**src/rtl/conv_mac_sequencer.sv**
```systemverilog
// conv_mac_sequencer: job sequencer for the 9-lane 3x3 convolution MAC
// datapath. It streams operand windows into the external combinational
// datapath, owns the clipped pre_output feedback register, and presents
// each finished pixel on a valid/ready output port.
// Optional feature macro: SEQ_SAT_COUNT_EN (enables the saturation counter).
module conv_mac_sequencer #(
   parameter int NPASS_W = 4,
   parameter int NWIN_W  = 16,
   parameter int ACC_W   = 13
) (
   input  logic               clk,
   input  logic               reset,
   input  logic               cfg_start,
   input  logic [NPASS_W-1:0] cfg_npass,
   input  logic [NWIN_W-1:0]  cfg_nwin,
   input  logic [15:0]        cfg_bias,
   output logic               busy,
   output logic               done,
   input  logic               in_valid,
   output logic               in_ready,
   input  logic [71:0]        in_multiplicand9,
   input  logic [71:0]        in_multiplier9,
   output logic [71:0]        dp_multiplicand9,
   output logic [71:0]        dp_multiplier9,
   output logic [15:0]        dp_bias,
   output logic [ACC_W-1:0]   dp_pre_output,
   input  logic [ACC_W:0]     dp_out,
   output logic               out_valid,
   input  logic               out_ready,
   output logic [ACC_W-1:0]   out_data,
   output logic [15:0]        sat_cnt
);

   typedef enum logic [1:0] {IDLE, RUN, OUT, FIN} state_t;

   state_t             state, state_nxt;
   logic [NPASS_W-1:0] npass, pass_cnt;
   logic [NWIN_W-1:0]  nwin, win_cnt;
   logic [15:0]        bias;
   logic [ACC_W-1:0]   acc, clipped;
   logic               hs, start_ok, last_pass, last_win;

   assign start_ok  = (state == IDLE) && cfg_start;
   assign hs        = (state == RUN) && in_valid;
   assign last_pass = (pass_cnt == npass - NPASS_W'(1));
   assign last_win  = (win_cnt == nwin - NWIN_W'(1));

   // Operands reach the datapath only while a window is actually being taken.
   assign dp_multiplicand9 = hs ? in_multiplicand9 : '0;
   assign dp_multiplier9   = hs ? in_multiplier9   : '0;
   assign dp_bias          = (hs && pass_cnt == '0) ? bias : '0;
   // The first pass of every pixel starts from zero, not from the stale acc.
   assign dp_pre_output    = (pass_cnt != '0) ? acc : '0;

   // Clip the datapath sum into the signed ACC_W-bit accumulator range.
   always_comb begin
      // NOTE: default first so every path assigns the output and no latch is inferred.
      clipped = dp_out[ACC_W-1:0];
      case (dp_out[ACC_W:ACC_W-1])
         2'b01:   clipped = {1'b0, {(ACC_W-1){1'b1}}};
         2'b10:   clipped = {1'b1, {(ACC_W-1){1'b0}}};
         default: clipped = dp_out[ACC_W-1:0];
      endcase
   end

   // FSM state register.
   always_ff @(posedge clk or posedge reset) begin
      // NOTE: sequential state uses non-blocking assignments so all registers update together.
      if (reset) state <= IDLE;
      else       state <= state_nxt;
   end

   // FSM next-state and handshake/status outputs.
   always_comb begin
      state_nxt = state;
      busy      = (state != IDLE);
      done      = 1'b0;
      in_ready  = 1'b0;
      out_valid = 1'b0;
      case (state)
         IDLE: if (cfg_start) state_nxt = (cfg_nwin == '0) ? FIN : RUN;
         RUN: begin
            in_ready = 1'b1;
            if (hs && last_pass) state_nxt = OUT;
         end
         OUT: begin
            out_valid = 1'b1;
            if (out_ready) state_nxt = last_win ? FIN : RUN;
         end
         FIN: begin
            done      = 1'b1;
            state_nxt = IDLE;
         end
         default: state_nxt = IDLE;
      endcase
   end

   // Job configuration, accumulator, counters and output register.
   always_ff @(posedge clk or posedge reset) begin
      if (reset) begin
         npass    <= '0;
         nwin     <= '0;
         bias     <= '0;
         acc      <= '0;
         pass_cnt <= '0;
         win_cnt  <= '0;
         out_data <= '0;
      end else begin
         if (start_ok) begin
            npass    <= (cfg_npass == '0) ? NPASS_W'(1) : cfg_npass;
            nwin     <= cfg_nwin;
            bias     <= cfg_bias;
            acc      <= '0;
            pass_cnt <= '0;
            win_cnt  <= '0;
         end
         if (hs) begin
            acc <= clipped;
            if (last_pass) begin
               out_data <= clipped;
               pass_cnt <= '0;
            end else begin
               pass_cnt <= pass_cnt + NPASS_W'(1);
            end
         end
         if (state == OUT && out_ready) win_cnt <= win_cnt + NWIN_W'(1);
      end
   end

`ifdef SEQ_SAT_COUNT_EN
   logic        clip_hit;
   logic [15:0] sat_q;

   // Top two sum bits disagreeing is exactly the clipping case.
   assign clip_hit = dp_out[ACC_W] ^ dp_out[ACC_W-1];

   // Saturating count of clipped handshakes, cleared per job.
   always_ff @(posedge clk or posedge reset) begin
      if (reset)                                   sat_q <= '0;
      else if (start_ok)                           sat_q <= '0;
      else if (hs && clip_hit && sat_q != 16'hFFFF) sat_q <= sat_q + 16'd1;
   end

   assign sat_cnt = sat_q;
`else
   assign sat_cnt = '0;
`endif

endmodule
```
**config.mk**
```make
export PLATFORM = sky130hd
export DESIGN_NAME = conv_mac_sequencer
export DESIGN_NICKNAME = d
export VERILOG_FILES = /design/src/rtl/conv_mac_sequencer.sv
export SDC_FILE = /design/constraint.sdc
export NUM_CORES = 1
export LEC_CHECK = 0
export ABC_CLOCK_PERIOD_IN_PS = 3700
export BUFFER_PORTS_ARGS = -buffer_cell sky130_fd_sc_hd__buf_2
export CORE_AREA = 2 2 157 159
export CTS_CLUSTER_SIZE = 30
export DETAILED_ROUTE_END_ITERATION = 8
export DIE_AREA = 0 0 159 161
export PLACE_DENSITY = 0.55
export SYNTH_ARGS = -nofsm -noshare
export SYNTH_HDL_FRONTEND = slang
export SYNTH_SLANG_ARGS = --single-unit
```
**constraint.sdc**
```tcl
create_clock -name clk -period 3.7 [get_ports clk]
set_input_delay 0.37 -clock clk [delete_from_list [all_inputs] [get_ports clk]]
set_output_delay 0.37 -clock clk [all_outputs]
set_load 0.02 [all_outputs]
```
Word-level counts from Yosys, hierarchy flattened:

Index checks and enable logic that the tools add are counted.

* add/sub/neg operators: 4
* equality and inequality tests: 10
* mux-type cells: 22
* reduce and logical (&&, ||, !) cells: 15

Operator list (number)
* 72-bit two-way mux: 2
* 16-bit two-way mux: 3
* 13-bit two-way mux: 3
* 13-bit case mux with 2 select lines: 1
* 16-bit by 1-bit adder with 16-bit output, second input constant: 1
* 16-bit equality test: 1
* 16-bit logical NOT: 1
* 4-bit two-way mux: 4
* 16-bit by 1-bit subtractor with 16-bit output, second input constant: 1
* 2-bit two-way mux: 5
* 4-bit logical NOT: 2
* 2-bit case mux with 4 select lines: 1
* 2-bit equality test, second input constant: 3
* 2-bit nonzero test: 3
* 1-bit logical AND: 5
* 4-bit by 1-bit adder with 4-bit output, second input constant: 1
* 2-bit by 1-bit equality test with 1-bit output, second input constant: 2
* 4-bit equality test: 1
* 2-bit inequality test, second input constant: 2
* 4-bit nonzero test: 1
* 4-bit by 1-bit subtractor with 4-bit output, second input constant: 1
* 1-bit two-way mux: 3
* 3-bit AND reduction: 1
* 2-bit logical NOT: 1
* 2 further kinds: 2

* bits in registers: 84
* bits of input ports: 199

Logic depth before layout (Yosys ltp):

* depth after elaboration: 5
* depth in mapped cells: 9
* depth with buffers taken out: 8

Worst setup path after synthesis:

No wires, ideal clock.

* path kind: reg-to-reg
* from: reg nwin[0]
* to: reg state[1]
* arrival time: 2.082 ns
* data required time: 3.624 ns
* slack: 1.541 ns
* stages on the path, launching flop included: 9
* buffers on the path: 0
* clock period less this slack: 2.159 ns
* cells stage by stage: dfrtp_1 inv_1 ha_1 or4b_4 a211o_1 a21o_1 a2111oi_2 nand4_1 o21ai_1

* longest elaborated chain between the ends: 5

RTL lines
* start, declared: RTL line 38 `logic [NWIN_W-1:0] nwin, win_cnt;`
* start signal, assigned: RTL line 111 `nwin <= cfg_nwin;`
* 16-bit by 1-bit subtractor with 16-bit output: RTL line 46 `assign last_win = (win_cnt == nwin - NWIN_W'(1));`
* 16-bit equality test: RTL line 46
* 2-bit two-way mux (2 in a row): RTL line 88 `if (out_ready) state_nxt = last_win ? FIN : RUN;`
* 2-bit case mux with 4 select lines: RTL line 80 `case (state)`
* end signal, assigned: RTL line 70 `else state <= state_nxt;`
* end, declared: RTL line 36 `state_t state, state_nxt;`

Every way passes these cells. The select of a mux whose other input is x is not followed.
A chain may end at the register's enable or synchronous reset.

Worst setup path after layout:

* from: reg pass_cnt[0]
* to: out dp_bias[0]

* longest elaborated chain between the ends: 3

RTL lines
* start, declared: RTL line 37 `logic [NPASS_W-1:0] npass, pass_cnt;`
* start signal, assigned: RTL line 123 `pass_cnt <= pass_cnt + NPASS_W'(1);`
* 4-bit logical NOT: RTL line 51 `assign dp_bias = (hs && pass_cnt == '0) ? bias : '0;`
* 1-bit logical AND: RTL line 51
* 16-bit two-way mux: RTL line 51
* end, declared: RTL line 25 `output logic [15:0] dp_bias,`

Every way passes these cells.

==> flow_summary.yaml <==
setup_path:
  worstPathArrival_ns: 2.17
  worst_setup_path_start_kind: "register"
  cp.required_ns: 3.33
  criticalPathCategory: "reg -> out"
  crit_path_end_kind: "primary output"
  path_max_fanout: 21
  reg2reg_slack_ns: 1.25
cells_and_area:
  register_area_um2: 2100
  final_core_util_pct: 33.3
  fillCellCount: 2642
  design_area_um2: 7970
  layout-drive-gt1-share_pct: 40.7
  multi_input_area_um2: 3090
  area_growth_pct: 44.5
  finalNetCount: 1255
timing:
  maxSlewViolCount: 0
  rsz0062_at_grt: "no"
  holdWs_ns: 0.125
  hold_viol: 0
  worst_pin_slew_ns: 0.871
  finalWorstSetupSlack_ns: 1.16
  min_period_over_period_pct: 68.5
  setup_violations: 0
  max-slew-margin-rel_pct: 41.8
  tns_ns: 0
  fmax_mhz: 394
  finClkSkew_ns: 0.00736
  period_needed_ns: 2.54
job:
  maxCapViolCount: 0
grt:
  grt_max_degree: 93
  grt_pass1_vias: 5801
  grt_antenna_before_repair: 7
  grt_overflow: 0
  grt_util_all_layers_pct: 17.9
  grt_pass1_wl_mm: 34.9
drt:
  drc: 0
  wl_mm: 24.5
  wl_per_cell_um: 17.8
  dr.pass1.iters: 5
  vias: 6249
  drt_iter0_drc: 454
  viasPerCell: 4.52
  ant_nets: 0
yosys:
  ys_warn_count: 0
  synthesis.area_um2: 5520
  synth_ff_type: "dfrtp_1"
  netlist_instances: 700
  ys_types: 50
  synth_edf_count: 0
  postSynthAreaPerCell_um2: 7.88
  synth.yosys.seq_area_share_pct: 38.1
  ys_seq_elements: 84
  synthArstFlopShare_pct: 100
cts:
  cts_resized: 0
  numCtsBuffers: 9
  cts_max_path_buffers: 2
  cts_hold_buf: 0
  clk_latency_ns: 0.34
  cts_sinks: 84
  root_buffer: "clkbuf_16"
  htreeDepth: 3
  cts_tree: "built"
  clkSlewWorstSetupHoldPaths_ns: 0.07
  cts_setup_buffers: 0
power:
  power_leakage_nw: 4.93
  power-per-cell-area_nw_per_um2: 678
  peakVddDrop_mv: 0.340
place:
  gp_congestion: 0.818
  post_dp_cell_area_um2: 7650
  hpwl_mm: 19.5
  pre_cts_ws_ns: 1.27
  port_buffers: 388
floorplanning:
  die_x_um: 159
  dieArea_um2: 25600
  num_rows: 57
  core_area_um2: 24000
  die_y_um: 161
  io_pins: 405
  start_util_pct: 23.0
hold_path:
  hold_path_class: "in -> async"
run_status:
  status: "finished, final reports clean"
[final timing paths]
kind / startpoint / to / depth (start not counted)
min in group clk: cfg_bias[14] / bias[14] / 3
max in group asynchronous: reset / npass[3] / 3
hold / removal: reset / nwin[10] / 2
hold reg to reg: acc[1] / acc[1] / 2
setup / recovery: pass_cnt[0] / dp_bias[0] / 6
setup reg to reg: state[0] / out_data[0] / 8
[metrics by stage]
stage | instances | total power, W
5_1_grt | 1378 | 0.00580
4_1_cts | 1378 | 0.00544
3_3_place_gp | 1362 | 0.00447
2_1_floorplan | 715 | 0.00354
6_report | 1383 | 0.00540
3_5_place_dp | 1362 | 0.00450
[worst max-delay path, cell delays in order (launching register included)]
cell and delay, ns:
dfrtp_1 0.44, inv_1 0.08, ha_1 0.13, nor3b_2 0.51
buf_4 0.32, and3_1 0.18, buf_2 0.16
[logic make-up after synthesis]
family / count (synthesis) / synth area share, %
muxes: 7 / 1.29
buffers and inverters: 86 / 7.21
xor gates and xnor gates: 28 / 4.45
other: 1 / 0.0680
AOI/OAI and AO/OA: 83 / 8.58
and+or+nand+nor: 404 / 38.7
DFF: 84 / 38.1
adders and majority gates: 7 / 1.59
[sequential cells by signal (all words and copies together) (netlist names)]
signal,count
acc,13
bias,16
npass,4
nwin,16
out_data,13
pass_cnt,4
state,2
win_cnt,16
[cells in the mapped netlist (all sizes together), types with 4 or more instances]
master | number | share of area (%)
nand2 | 136 | 9.3
nor4 | 6 | 0.79
mux2i | 6 | 1.1
dfrtp | 84 | 38
xor2 | 14 | 2.2
ha | 7 | 1.6
buf | 18 | 2.6
nor2 | 29 | 2.0
and2 | 4 | 0.45
nor3 | 7 | 0.64
nand4 | 6 | 0.68
inv | 12 | 0.82
clkbuf | 56 | 3.8
nor2b | 15 | 1.7
a21oi | 28 | 2.5
o21ai | 40 | 3.6
nand3 | 16 | 1.5
and3 | 165 | 19
xnor2 | 14 | 2.2
[placed cells by master (no fill, tap or decap), types with 2 or more instances in the layout]
cell type,count
buf_2,387
and3_1,165
nand2_1,135
dfrtp_1,84
o21ai_0,38
a21oi_1,28
nor2_1,27
nand3_1,16
conb_1,16
nor2b_1,15
xor2_1,14
xnor2_1,14
inv_1,11
buf_4,10
clkbuf_16,9
nor3_1,7
ha_1,7
nand4_1,6
mux2i_1,6
diode_2,5
nor4_1,5
and2_1,3
or4_4,3
nand3b_1,3
or3_1,3
nor3b_1,2
a21o_1,2
clkinv_2,2
a211o_1,2
o21ai_1,2
clkinvlp_4,2
clkinv_4,2
[final cells by class]
type | count | share of cell area [%]
clock buffers | 9 | 2.83
inverters | 12 | 0.581
well taps | 324 | 5.09
multi-input cells | 545 | 38.8
flip-flops and latches | 84 | 26.4
repair buffers | 397 | 25.2
diodes | 5 | 0.157
clock inverters | 7 | 0.958
[power by group]
group	switching, W	total [W]	leakage, nW	internal [W]
sequential	0.000317	0.00159	1.09	0.00127
combinational	0.00186	0.00289	3.71	0.00104
clock	0.000392	0.000919	0.142	0.000527
total	0.00257	0.00540	4.93	0.00284
[layer usage]
layer	wire (um)	up-vias	global-route usage, %
met5	11	-	0
met4	290	2	3.68
met3	2070	20	4.73
met2	11000	255	27.4
met1	11200	2901	25.4
li1	-	3071	-
No activity file was read; power rests on OpenSTA's default activity.
